==> config.mk <==
export PLATFORM = sky130hd
export DESIGN_NAME = pipe_stage_elastic
export DESIGN_NICKNAME = d
export VERILOG_FILES = /design/src/rtl/pipe_stage_elastic_pkg.sv /design/src/rtl/pipe_stage_elastic_sat_counter.sv /design/src/rtl/pipe_stage_elastic.sv
export SDC_FILE = /design/constraint.sdc
export NUM_CORES = 1
export LEC_CHECK = 0
export BUFFER_PORTS_ARGS = -buffer_cell sky130_fd_sc_hd__buf_2
export CORE_ASPECT_RATIO = 0.6
export CORE_UTILIZATION = 30
export CTS_CLUSTER_SIZE = 14
export DETAILED_ROUTE_END_ITERATION = 7
export SYNTH_ARGS = -nofsm -noshare
export SYNTH_HDL_FRONTEND = slang
export SYNTH_HIERARCHICAL = 1
export SYNTH_SLANG_ARGS = --single-unit
==> constraint.sdc <==
create_clock -name clk -period 3.4 [get_ports clk]
set_clock_uncertainty 0.15 [all_clocks]
set_input_delay 0.68 -clock clk [delete_from_list [all_inputs] [get_ports clk]]
set_output_delay 0.68 -clock clk [all_outputs]
set_load 0.02 [all_outputs]
==> src/rtl/pipe_stage_elastic_pkg.sv <==
`default_nettype none
// ============================================================================
// Module      : pipe_stage_elastic_pkg
// Description : Shared constants for the elastic pipeline stages of the MIPS
//               5-stage CPU: default depth, stage bundle field layout and a
//               pointer-width helper.
// Revision    : 1.0 - initial release
// ============================================================================
package pipe_stage_elastic_pkg;

    // Default number of skid entries per stage
    localparam int c_PIPE_DEPTH_DEFAULT = 2;

    // IF/ID bundle: {instr, pc}
    localparam int c_IFID_PC_LSB     = 0;
    localparam int c_IFID_PC_W       = 32;
    localparam int c_IFID_INSTR_LSB  = 32;
    localparam int c_IFID_INSTR_W    = 32;

    // ID/EXE bundle: {ctrl, rd, imm, rt_val, rs_val}
    localparam int c_IDEX_RS_LSB     = 0;
    localparam int c_IDEX_RT_LSB     = 32;
    localparam int c_IDEX_IMM_LSB    = 64;
    localparam int c_IDEX_RD_LSB     = 96;
    localparam int c_IDEX_RD_W       = 5;
    localparam int c_IDEX_CTRL_LSB   = 101;
    localparam int c_IDEX_CTRL_W     = 12;

    // EXE/MEM bundle: {ctrl, rd, store_val, alu_res}
    localparam int c_EXMEM_ALU_LSB   = 0;
    localparam int c_EXMEM_STV_LSB   = 32;
    localparam int c_EXMEM_RD_LSB    = 64;
    localparam int c_EXMEM_CTRL_LSB  = 69;
    localparam int c_EXMEM_CTRL_W    = 6;

    // MEM/WB bundle: {ctrl, rd, wb_val}
    localparam int c_MEMWB_VAL_LSB   = 0;
    localparam int c_MEMWB_RD_LSB    = 32;
    localparam int c_MEMWB_CTRL_LSB  = 37;
    localparam int c_MEMWB_CTRL_W    = 2;

    // Pointer width that stays at least one bit for a single-entry stage
    function automatic int ptr_width(input int depth);
        return (depth > 1) ? $clog2(depth) : 1;
    endfunction

endpackage : pipe_stage_elastic_pkg
`default_nettype wire

==> src/rtl/pipe_stage_elastic_sat_counter.sv <==
`default_nettype none
// ============================================================================
// Module      : sat_counter
// Description : Saturating up-counter with synchronous clear (clear wins).
// Revision    : 1.0 - initial release
// ============================================================================
module sat_counter #(
    parameter int CNT_W = 16
) (
    input  logic             clk,
    input  logic             rst_n,
    input  logic             i_inc,
    input  logic             i_clr,
    output logic [CNT_W-1:0] o_cnt
);

    localparam logic [CNT_W-1:0] c_MAX = '1;

    logic [CNT_W-1:0] r_cnt;

    // Clear has priority; increment stops once the counter reaches all-ones
    always_ff @(posedge clk or negedge rst_n) begin
        if (!rst_n) begin
            r_cnt <= '0;
        end else if (i_clr) begin
            r_cnt <= '0;
        end else if (i_inc && (r_cnt != c_MAX)) begin
            r_cnt <= r_cnt + CNT_W'(1);
        end
    end

    assign o_cnt = r_cnt;

endmodule : sat_counter
`default_nettype wire

==> src/rtl/pipe_stage_elastic.sv <==
`default_nettype none
// ============================================================================
// Module      : pipe_stage_elastic
// Description : Elastic valid/ready pipeline stage with a DEPTH-entry circular
//               skid buffer, synchronous flush and saturating stall counter.
// Revision    : 1.0 - initial release
// ============================================================================
module pipe_stage_elastic
    import pipe_stage_elastic_pkg::*;
#(
    parameter int DATA_W    = 32,
    parameter int DEPTH     = c_PIPE_DEPTH_DEFAULT,
    parameter bit REG_READY = 1'b1,
    parameter int CNT_W     = 16
) (
    input  logic                       clk,
    input  logic                       rst_n,
    input  logic                       flush,
    input  logic                       in_valid,
    output logic                       in_ready,
    input  logic [DATA_W-1:0]          in_data,
    output logic                       out_valid,
    input  logic                       out_ready,
    output logic [DATA_W-1:0]          out_data,
    output logic [$clog2(DEPTH+1)-1:0] count,
    output logic [CNT_W-1:0]           stall_cnt,
    input  logic                       stall_clr
);

    localparam int c_PTR_W = ptr_width(DEPTH);
    localparam int c_CW    = $clog2(DEPTH+1);
    localparam logic [c_PTR_W-1:0] c_LAST = c_PTR_W'(DEPTH-1);
    localparam logic [c_CW-1:0]    c_FULL = c_CW'(DEPTH);

    logic [DATA_W-1:0]  r_mem [DEPTH];
    logic [c_PTR_W-1:0] r_wr_ptr;
    logic [c_PTR_W-1:0] r_rd_ptr;
    logic [c_CW-1:0]    r_count;

    logic w_push;
    logic w_pop;
    logic w_in_ready;
    logic w_out_valid;
    logic w_stall_inc;

    // Ready depends only on occupancy unless the pass-through mode is chosen;
    // held low during reset and flush so no bundle is taken then
    assign w_in_ready  = rst_n & ~flush &
                         ((r_count != c_FULL) | ((REG_READY == 1'b0) & out_ready));
    assign w_out_valid = (r_count != '0);
    assign w_push      = in_valid & w_in_ready;
    assign w_pop       = w_out_valid & out_ready;
    assign w_stall_inc = w_out_valid & ~out_ready & ~flush;

    // Storage write on accepted push; a full-stage push under REG_READY=0
    // overwrites the slot that is being popped in the same cycle
    always_ff @(posedge clk or negedge rst_n) begin
        if (!rst_n) begin
            for (int i = 0; i < DEPTH; i++) begin
                r_mem[i] <= '0;
            end
        end else if (w_push) begin
            r_mem[r_wr_ptr] <= in_data;
        end
    end

    // Pointer and occupancy tracking; flush rewinds everything to empty
    always_ff @(posedge clk or negedge rst_n) begin
        if (!rst_n) begin
            r_wr_ptr <= '0;
            r_rd_ptr <= '0;
            r_count  <= '0;
        end else if (flush) begin
            r_wr_ptr <= '0;
            r_rd_ptr <= '0;
            r_count  <= '0;
        end else begin
            if (w_push) begin
                r_wr_ptr <= (r_wr_ptr == c_LAST) ? '0 : r_wr_ptr + c_PTR_W'(1);
            end
            if (w_pop) begin
                r_rd_ptr <= (r_rd_ptr == c_LAST) ? '0 : r_rd_ptr + c_PTR_W'(1);
            end
            if (w_push && !w_pop) begin
                r_count <= r_count + c_CW'(1);
            end else if (w_pop && !w_push) begin
                r_count <= r_count - c_CW'(1);
            end
        end
    end

    sat_counter #(
        .CNT_W (CNT_W)
    ) u_stall_cnt (
        .clk   (clk),
        .rst_n (rst_n),
        .i_inc (w_stall_inc),
        .i_clr (stall_clr),
        .o_cnt (stall_cnt)
    );

    assign in_ready  = w_in_ready;
    assign out_valid = w_out_valid;
    assign out_data  = r_mem[r_rd_ptr];
    assign count     = r_count;

endmodule : pipe_stage_elastic
`default_nettype wire

[After elaboration in Yosys (flattened, before gate mapping)]
Index checks and enable logic that the tools add are counted.
W data, S select, Z words.
Storage, ports and cells
  input bits: 38
  flip-flop bits (word level): 84
Cells by class
  $add $sub $neg: 5
  equal/unequal tests: 2
  multiplexer cells: 17
  order comparisons: 3
  reductions and logical operators: 11
  bitwise logic cells: 10
Operator list (number)
  $mux W32: 4
  $bwmux W64: 1
  $demux W32 S1: 1
  $mux W16: 2
  $add A16 B1 Y16 const B: 1
  $ne A16 B16 Y1 const B: 1
  $reduce_bool A2 Y1: 4
  $and A1 B1 Y1: 6
  $mux W1: 6
  $mux W2: 3
  $ge A2 B2 Y1 const B: 2
  $logic_and A1 B1 Y1: 4
  $not A1 Y2: 2
  $reduce_bool A3 Y1: 1
  $add A1 B1 Y1 const B: 2
  $add A2 B1 Y2 const B: 1
  $logic_not A1 Y1: 2
  $lt A2 B1 Y1 const B: 1
  $ne A2 B2 Y1 const B: 1
  $not A1 Y1: 2
  $sub A2 B1 Y2 const B: 1

[Logic depth before layout (Yosys ltp)]
Gate-level depths: netlist of the first run.
  word-level depth: 9
  mapped depth: 7
  mapped depth without buffers: 5

[Hierarchy]
The synthesis of the first run kept the hierarchy.
Modules (own cells, without submodules)
  pipe_stage_elastic: cells an instance 201, area an instance 3017.9 um2, times used 1, seq. area each 1701.6 um2
  sat_counter: cells an instance 98, area an instance 942.2 um2, times used 1, seq. area each 400.4 um2

[Worst setup path after synthesis of the first run]
OpenSTA, ideal clock, no wires.
  kind: input -> register
  start point: input port flush
  end point: register u_stall_cnt.r_cnt[3] (netlist: u_stall_cnt/o_cnt[3])
  library setup time: 0.078 ns
  slack: 1.122 ns
  data required time: 3.172 ns
  arrival: 2.050 ns
  cell stages on the path: 5
  cells stage by stage: nor3_1 > inv_1 > clkbuf_1 > or4_2 > a21oi_1
Between the ends
  cells in the longest elaborated chain, start to end: 4
Ends and longest elaborated chain
  from (decl): RTL line pipe_stage_elastic.sv:18  | input logic flush,
  $not A1 Y1: RTL line pipe_stage_elastic.sv:53  | assign w_stall_inc = w_out_valid & ~out_ready & ~flush;
  $and A1 B1 Y1: RTL line pipe_stage_elastic.sv:53
  $logic_and A1 B1 Y1: RTL line pipe_stage_elastic_sat_counter.sv:27  | end else if (i_inc && (r_cnt != c_MAX)) begin
  $reduce_bool A2 Y1 (no line)
  to (signal assigned): RTL line pipe_stage_elastic_sat_counter.sv:28  | r_cnt <= r_cnt + CNT_W'(1);
  to (decl): RTL line pipe_stage_elastic_sat_counter.sv:19  | logic [CNT_W-1:0] r_cnt;
No other way between the ends.
A chain may end at the register's enable or synchronous reset.

[Final worst setup path of the first run]
  start point: register r_rd_ptr
  end point: output port out_data[25]
Between the ends
  cells in the longest elaborated chain, start to end: 4
Ends and longest elaborated chain
  from (decl): RTL line pipe_stage_elastic.sv:37  | logic [c_PTR_W-1:0] r_rd_ptr;
  from (signal assigned): RTL line pipe_stage_elastic.sv:82  | r_rd_ptr <= (r_rd_ptr == c_LAST) ? '0 : r_rd_ptr + c_PTR_W'(1);
  $not A1 Y2 (not written as such): RTL line pipe_stage_elastic.sv:104  | assign out_data = r_mem[r_rd_ptr];
  $mux W32 (not written as such) (3 in series): RTL line pipe_stage_elastic.sv:104
  to (decl): RTL line pipe_stage_elastic.sv:24  | output logic [DATA_W-1:0] out_data,
No other way between the ends. The select of a mux whose other input is x is not followed.

==> flow_summary.toml, run 1 <==
[outcome]
status = "finished clean"

[sta]
finalHoldViolCount = 0
final.setup.worst_slack_ns = 0.849
maxSlewHeadroom = 0.549
drv_slew = 0
setup_violations = 0
rsz0062_at_grt = "no"
worst_pin_slew_ns = 0.677
fmax_ghz = 0.392
period_needed_ns = 2.55
setup_tns_ns = 0
post-route-period-util = 0.750

[drt]
drt_wl_total_mm = 8.84
vias_per_cell = 4.87
top_layer = "met5"
drc = 0
met2_length_mm = 3.77
met1_length_mm = 4.30
drtIter0Drc = 91
first_pass_iters = 4
vias = 2762
post_drt_wl_per_cell_um = 15.6
dr_wl_met3_um = 686
ant_nets = 0

[cts]
ctsRootBufferMaster = "clkbuf_16"
cts.sinks = 84
cts_resized = 0
clk_latency_ns = 0.34
clk_pin_slew_worst_paths_ns = 0.07
tritoncts = "yes"
cts_setup_buffers = 0
holdBufCountCts = 0
cts_made_buffers = 9
htree_levels = 3
clk_path_buf_depth = 2

[power]
p_int_w = 0.00217
p_clk_frac = 0.353
switching_share = 0.267
ir_drop_mv = 0.250
p_switching_w = 0.000789
power_frac_comb = 0.210
leakage_nw = 2.23
seq_power_share = 0.437
p_per_area_nw_per_um2 = 601

[logic_synthesis]
synthesis.instances = 299
avgSynthCellArea_um2 = 13.2
syn_nets = 338
syn_area_um2 = 3960
synth_seq_cells = 84
synth.distinct_cells = 39
yosysSeqAreaShare = 0.531
async_flop_share = 1.00
synth_flop_cell = "dfrtp_1"
synth-edff-count = 0
yosysWarnings = 6

[final_layout]
fin_util = 0.383
area_growth_pct = 24.2
final_nets = 431
fin_area_um2 = 4920
final_common_cell = "buf_2"
fin_cells = 567
drive_above_1_share = 0.476
n_antenna_cell = 0
mostFrequentLayoutCells = "buf_2 (88), dfrtp_1 (84), mux2_2 (65), mux2_1 (35), a21oi_1 (12)"

[placement]
pre_cts_slack_ns = 0.727
gp_congestion = 0.795
place_inst = 551
dp_hpwl_mm = 6.18
io_buffers = 89
placed_area_um2 = 4600

[job]
max_cap_viol_count = 0

[grt]
grt_max_degree = 54
grt_remaining_overflow = 0
antenna_found_initial = 1
grt_usage = 0.139
grt_pass1_vias = 2808
grt_pass1_wl_mm = 14.6

[setup_path]
cp.required_ns = 2.57
worst-path-max-fanout = 19
crit_path_start_kind = "flop"
cp-end-kind = "primary output"
critical_path_class = "reg2out"
r2r_start = "count[0]"
crit_path_start = "r_rd_ptr"
critPathArrivalTime_ns = 1.72

[hold_path]
hp-class = "in2async"

[floorplan]
initial_core_util = 0.308
row_count = 32
coreArea_um2 = 12900
die_y_um = 91.0
die_area_um2 = 13700
ios = 90
die_w_um = 150
==> critical path, cell delays in order, from the launching register on <==
cell and delay [ns]:
dfrtp_1 0.47, buf_4 0.34, mux2_2 0.39, buf_2 0.16
==> area by class of cell <==
type                       instances  area (um^2)
clock inverter                     4         72.6
sequential                        84         2100
fill                            1221         7930
tap                              170          213
clock buffer                      12          246
multi-input combinational        194         1760
timing repair buffer              97          508
inverter                           6         22.5
==> stage by stage <==
| step | total power, W | hold WS [ns] |
|---|---|---|
| global route | 0.00313 | 0.314 |
| floorplan | 0.00173 | 0.234 |
| global placement | 0.00191 | 0.311 |
| detailed placement | 0.00195 | 0.321 |
| finish | 0.00296 | 0.281 |
| CTS | 0.00301 | 0.298 |
==> metal layers <==
metal	GRT usage	vias to the layer above
met5	0	-
met4	0.0320	2
met3	0.0613	9
met2	0.196	81
met1	0.194	1378
li1	-	1292
==> final timing paths <==
kind / to / slack, ns / cells past startpoint
max reg2reg: u_stall_cnt/o_cnt[3] / 0.96 / 5
min in group clk: r_mem[52] / 0.33 / 1
min reg2reg: r_mem[52] / 0.33 / 1
max: out_data[25] / 0.85 / 3
min: u_stall_cnt/o_cnt[14] / 0.28 / 2
max in group asynchronous: r_mem[21] / 1.77 / 3
==> power groups by stage <==
stage | logic, W | registers [W] | clock network (W)
after floorplan | 0.000445 | 0.00128 | 0
after global placement | 0.000613 | 0.00129 | 0
after detailed placement | 0.000631 | 0.00131 | 0
after CTS | 0.000634 | 0.00130 | 0.00108
after global routing | 0.000678 | 0.00132 | 0.00113
final | 0.000621 | 0.00129 | 0.00104
==> cell usage after synthesis, types with 2 or more instances <==
library cell | n | area share
dfrtp_1 | 84 | 0.53
mux2_2 | 65 | 0.18
mux2_1 | 35 | 0.10
a21oi_1 | 12 | 0.015
clkbuf_1 | 8 | 0.0076
nand2_1 | 8 | 0.0076
nor2_1 | 7 | 0.0066
o31ai_1 | 7 | 0.013
buf_4 | 6 | 0.011
inv_1 | 6 | 0.0057
nand4_1 | 6 | 0.0095
or4_1 | 5 | 0.0095
nand3_1 | 4 | 0.0051
nor2b_1 | 4 | 0.0063
nor4_1 | 4 | 0.0063
o21ai_0 | 4 | 0.0051
o21ai_1 | 3 | 0.0038
and2_1 | 2 | 0.0032
and3_1 | 2 | 0.0032
and4_2 | 2 | 0.0051
nand2b_1 | 2 | 0.0032
nand3b_1 | 2 | 0.0038
nor3_1 | 2 | 0.0025
nor4_4 | 2 | 0.011
or3_1 | 2 | 0.0032
or4_2 | 2 | 0.0044
==> cell families (layout without fill, tap and decap cells) <==
family          Yosys count  in the layout  share of synthesized area
compound gates           30             30                     0.0474
xor+xnor                  1              1                    0.00221
fa+ha+maj                 1              1                    0.00316
buf+inv                  21            119                     0.0275
flops                    84             84                      0.531
mux                     100            100                      0.284
simple gates             62             62                      0.105
==> flip-flops by register name (all words and copies together) (netlist names) <==
| register | flops |
|---|---|
| r_mem | 64 |
| u_stall_cnt/o_cnt | 16 |
| r_wr_ptr | 1 |
| count | 2 |
| r_rd_ptr | 1 |
Note: power is estimated with default switching activity, not from simulation.
==> inputs of run 2 (changes only) <==
--- a/config.mk
+++ b/config.mk
@@ -5,6 +5,7 @@
 export SDC_FILE = /design/constraint.sdc
 export NUM_CORES = 1
 export LEC_CHECK = 0
+export ABC_AREA = 1
 export BUFFER_PORTS_ARGS = -buffer_cell sky130_fd_sc_hd__buf_2
 export CORE_ASPECT_RATIO = 0.6
 export CORE_UTILIZATION = 30
==> constraint.sdc (replaced) <==
create_clock -name clk -period 2.59 [get_ports clk]
set_clock_uncertainty 0.15 [all_clocks]
set_input_delay 0.518 -clock clk [delete_from_list [all_inputs] [get_ports clk]]
set_output_delay 0.518 -clock clk [all_outputs]
set_load 0.02 [all_outputs]
==> run 2 against run 1 <==
Against the previous run: clock power increased by 36%; critical path depth rose by 3; total power increased by 46%; critical endpoint is now r_mem[63].
==> flow_summary.toml, run 2 <==
[logic_synthesis]
synthesis.instances = 528
synthTopCellsByCount = "nand2_1 (204), dfrtp_1 (84), inv_1 (50), o21ai_0 (37), nand2_2 (24)"
synth_top_cell_area_share = 0.498
synth_seq_cells = 84
yosysSeqAreaShare = 0.498
yosys-mux-area-fraction = 0
synthXorXnorAreaFrac = 0.0104
synth.distinct_cells = 30
syn_area_um2 = 4220
async_flop_share = 1.00
yosysWarnings = 6
syn_nets = 567
synthSimpleGateAreaFrac = 0.293
netlist_top_cells_area = "dfrtp_1 (50%), nand2_1 (18%), o21ai_2 (4.8%)"
synth-edff-count = 0
yosys.area.top_type = "dfrtp_1"
avgSynthCellArea_um2 = 8.00
synth_top_family_by_area = "simple AND/OR/NAND/NOR gates"
synth_flop_cell = "dfrtp_1"
synth_compound_area_frac = 0.112
synthAdderAreaFrac = 0.00296
yosysMostFrequentCell = "nand2_1"

[setup_path]
rr_worst_depth = 6
reg2reg_to = "r_mem[63]"
reg2reg_slack_ns = 0.57
max_stage_delay_ns = 0.73
path_cells = "inv_2 > nand2_2 > nand3_4 > or2_4 > nand2_1 > o21ai_2"
worst-path-max-fanout = 65
crit_path_start_kind = "flop"
cp-end-kind = "flop"
critPathArrivalTime_ns = 2.12
r2r_start = "count[0]"
critical_path_class = "reg2reg"
cpMaxStageDelayCell = "or2_4"
cp.required_ns = 2.69

[sta]
maxSlewHeadroom = 0.332
period_needed_ns = 2.02
worst_pin_slew_ns = 1.00
fmax_ghz = 0.495
finalHoldViolCount = 0
setup_violations = 0
drv_slew = 0
rsz0062_at_grt = "no"
post-route-period-util = 0.780
setup_tns_ns = 0

[job]
max_cap_viol_count = 0

[final_layout]
fin_util = 0.377
n_antenna_cell = 0
fillers = 1436
mostFrequentLayoutCells = "nand2_1 (204), buf_2 (88), dfrtp_1 (84), inv_1 (50), o21ai_0 (37)"
final_nets = 653
area_growth_pct = 22.4
final_common_cell = "nand2_1"
top_register = "r_mem"
drive_above_1_share = 0.278
fin_cells = 811
fin_area_um2 = 5170
largest_reg_flops = 64

[floorplan]
coreArea_um2 = 13700
die_w_um = 155
ios = 90
die_area_um2 = 14600
die_y_um = 93.9
initial_core_util = 0.308
row_count = 33

[cts]
htree_levels = 3
clk_latency_ns = 0.33
cts_resized = 0
clk_path_buf_depth = 2
holdBufCountCts = 0
cts_made_buffers = 9
clk_pin_slew_worst_paths_ns = 0.06
tritoncts = "yes"
cts_setup_buffers = 0
cts.sinks = 84
ctsRootBufferMaster = "clkbuf_16"

[placement]
placed_area_um2 = 4830
io_buffers = 89
gp_congestion = 0.900
place_inst = 795
dp_hpwl_mm = 7.40

[power]
p_per_area_nw_per_um2 = 837
leakage_nw = 2.80
ir_drop_mv = 0.328
finalPower_w = 0.00432

[grt]
grt_use_met3 = 0.0411
grt_remaining_overflow = 0
grtUsageMet2 = 0.223
busiest_layer = "met2"
grt_pass1_wl_mm = 17.1
antenna_found_initial = 0
grt_usage = 0.152
met1_usage = 0.218
grt_max_degree = 66
grt_pass1_vias = 3364

[drt]
drt_wl_total_mm = 10.3
post_drt_wl_per_cell_um = 12.6
first_pass_iters = 5
ant_nets = 0
vias = 3582
drtIter0Drc = 202
drc = 0
vias_per_cell = 4.42

[hold_path]
hp-class = "in2async"

[outcome]
status = "finished clean"
-- run 2: changes by cell type after synthesis, moves of 16 or more --
cell	previous run	this run
nand2_1	8	204
mux2_2	65	0
inv_1	6	50
mux2_1	35	0
o21ai_0	4	37
nand2_2	0	24
o21ai_2	0	23
nor2_1	7	23
-- run 2: layer usage --
layer  wire [um]  vias to the layer above
li1            -                     1813
met1        5180                     1669
met2        4390                       86
met3         545                       14
met4         131                        0
met5           0                        -
-- run 2: metrics by stage --
step                setup WS (ns)  hold slack (ns)
floorplan                   0.825           0.0724
global route                0.425            0.155
global placement            0.499            0.316
detailed placement          0.475            0.318
finish                      0.569            0.111
CTS                         0.527            0.127
-- run 2: cell type report --
| class | instances | area, um^2 | share of cell area |
|---|---|---|---|
| clock inverter | 5 | 83.8 | 0.0162 |
| tap | 192 | 240 | 0.0465 |
| timing repair buffer | 98 | 515 | 0.0998 |
| inverter | 54 | 205 | 0.0397 |
| multi-input combinational | 367 | 1770 | 0.342 |
| clock buffer | 11 | 253 | 0.0489 |
| sequential | 84 | 2100 | 0.407 |
-- run 2: logic make-up after synthesis --
group	Yosys count
compound gates	74
xor+xnor	5
buf+inv	77
fa+ha+maj	1
simple gates	287
flops	84
-- run 2: power breakdown --
group | internal [W] | switching (W)
Sequential | 0.00162 | 0.000186
Clock | 0.000899 | 0.000515
Combinational | 0.000406 | 0.000696
-- run 2: worst max-delay path: cells and delay by family, from the launching register on --
family	cells	cell delay (ns)
buf+inv	1	0.11
compound gates	1	0.09
flops	1	0.44
simple gates	4	1.06
-- run 2: worst max path at each step --
| stage | startpoint | to | slack [ns] | cells after the start |
|---|---|---|---|---|
| 2_1_floorplan | u_stall_cnt/o_cnt[1] | u_stall_cnt/o_cnt[7] | 0.83 | 10 |
| 3_3_place_gp | rst_n | r_mem[35] | 0.50 | 7 |
| 3_5_place_dp | rst_n | r_mem[32] | 0.47 | 7 |
| 4_1_cts | r_rd_ptr | out_data[10] | 0.53 | 5 |
| 5_1_grt | count[0] | r_mem[33] | 0.43 | 6 |
| 6_report | count[0] | r_mem[63] | 0.57 | 6 |
==> inputs of run 3 (changes only) <==
==> constraint.sdc (replaced) <==
create_clock -name clk -period 1.92 [get_ports clk]
set_clock_uncertainty 0.15 [all_clocks]
set_input_delay 0.384 -clock clk [delete_from_list [all_inputs] [get_ports clk]]
set_output_delay 0.384 -clock clk [all_outputs]
set_load 0.02 [all_outputs]
==> run 3 against run 2 <==
Against the previous run: global-route usage up 0.31 points; wire length up 3.4%; combinational power up 42%; hold slack better by 0.041 ns; non-clock buffer count up 22; core utilization up 1.5 points; clock power up 28%; first-iteration DRC count down 9.9%; register-to-register slack worse by 0.43 ns; cell count up 2.7%; largest cell class unchanged.
==> flow_summary.toml, run 3 (synthesis results as in run 2) <==
[grt]
grt_usage = 0.155
grt_pass1_vias = 3632
antenna_found_initial = 0
grt_remaining_overflow = 0
grt_pass1_wl_mm = 17.6
grt_max_degree = 81

[cts]
cts_setup_buffers = 0
cts.sinks = 84
clk_pin_slew_worst_paths_ns = 0.06
clk_latency_ns = 0.34
tritoncts = "yes"
cts_made_buffers = 9
ctsRootBufferMaster = "clkbuf_16"
clk_path_buf_depth = 2
htree_levels = 3

[hold_path]
min_from = "in_data[26]"
hp-class = "in2reg"
holdPathEnd = "r_mem[58]"
hold_depth = 3

[floorplan]
coreArea_um2 = 13700
ios = 90
initial_core_util = 0.308
die_y_um = 93.9
die_area_um2 = 14600
die_w_um = 155
row_count = 33

[final_layout]
area_growth_pct = 27.3
n_antenna_cell = 0
mostFrequentLayoutCells = "nand2_1 (204), buf_2 (87), dfrtp_1 (84), inv_1 (50), o21ai_0 (37)"
largest_reg_flops = 64
drive_above_1_share = 0.303
fin_cells = 833
final_common_cell = "nand2_1"
top_register = "r_mem"
fin_util = 0.392
final_nets = 675

[sta]
finalHoldViolCount = 0
period_needed_ns = 1.87
setup_tns_ns = 0
post-route-period-util = 0.974
final.setup.worst_slack_ns = 0.0497
maxSlewHeadroom = 0.657
drv_slew = 0
setup_violations = 0
worst_pin_slew_ns = 0.513
whs_ns = 0.153
fmax_ghz = 0.535
rsz0062_at_grt = "yes"

[power]
p_per_area_nw_per_um2 = 1070
ir_drop_mv = 0.511
leakage_nw = 2.91

[setup_path]
reg2reg_slack_ns = 0.14
critPathArrivalTime_ns = 1.34
critical_path_class = "reg2out"
r2r_start = "u_stall_cnt/o_cnt[5]"
rr_worst_depth = 9
reg2reg_to = "u_stall_cnt/o_cnt[4]"
cp-end-kind = "primary output"
cp.required_ns = 1.39
worst-path-max-fanout = 19
crit_path_start_kind = "flop"

[drt]
vias = 3715
first_pass_iters = 5
vias_per_cell = 4.46
drc = 0
ant_nets = 0
drtIter0Drc = 182
post_drt_wl_per_cell_um = 12.7
drt_wl_total_mm = 10.6

[placement]
dp_hpwl_mm = 7.47
io_buffers = 89
pre_cts_slack_ns = -0.148
place_inst = 815
gp_congestion = 0.942

[outcome]
status = "finished clean"

[job]
max_cap_viol_count = 0
run 3: cell count changes in the layout (fill, tap and decap cells not counted), sizes merged:
cell,delta
buf,+20
bufinv,-1
clkinv,-1
clkinvlp,+2
dlygate4sd3,+2
run 3: repair_timing:
action                                 4_1_cts  5_1_grt
resized for setup                            3        4
setup endpoints to repair                   25       22
hold buffers                                 2        0
endpoints found under the hold margin       84        0
run 3: worst max-delay path by stage:
stage,from,endpoint,slack [ns],cells after the start
2_1_floorplan,u_stall_cnt/o_cnt[1],u_stall_cnt/o_cnt[7],0.16,10
4_1_cts,r_rd_ptr,out_data[1],0.02,5
3_5_place_dp,u_stall_cnt/o_cnt[0],u_stall_cnt/o_cnt[2],-0.15,8
6_report,r_rd_ptr,out_data[1],0.05,5
5_1_grt,r_rd_ptr,out_data[28],-0.04,4
3_3_place_gp,flush,u_stall_cnt/o_cnt[8],-0.16,6
run 3: metrics by stage:
stage | cell area, um^2 | total power, W
floorplan | 4220 | 0.00349
global placement | 5020 | 0.00395
detailed placement | 5020 | 0.00401
CTS | 5360 | 0.00587
global route | 5370 | 0.00616
finish | 5370 | 0.00577
run 3: worst max-delay path: stages (launching register included):
cell and delay (ns):
dfrtp_1 0.40, clkinv_1 0.09, buf_8 0.18, nand2_1 0.07, nand2_1 0.09, buf_2 0.17
run 3: layout make-up:
cell class	instances	area, um^2
clock inverter	5	60.1
tap	192	240
multi-input combinational	367	1780
fill	1438	8330
inverter	54	205
clock buffer	11	253
timing repair buffer	120	737
sequential	84	2100
run 3: where the power goes:
group          switching (W)  internal (W)  total (W)  leakage [nW]
Combinational       0.000970      0.000585    0.00156          1.68
Clock               0.000717       0.00108    0.00180         0.140
Sequential          0.000238       0.00218    0.00242          1.09
run 3: per-layer routing:
metal	global-route usage	wire length [um]
met5	0	0
met3	0.0387	459
met2	0.239	4740
met1	0.213	5250
met4	0.0512	148
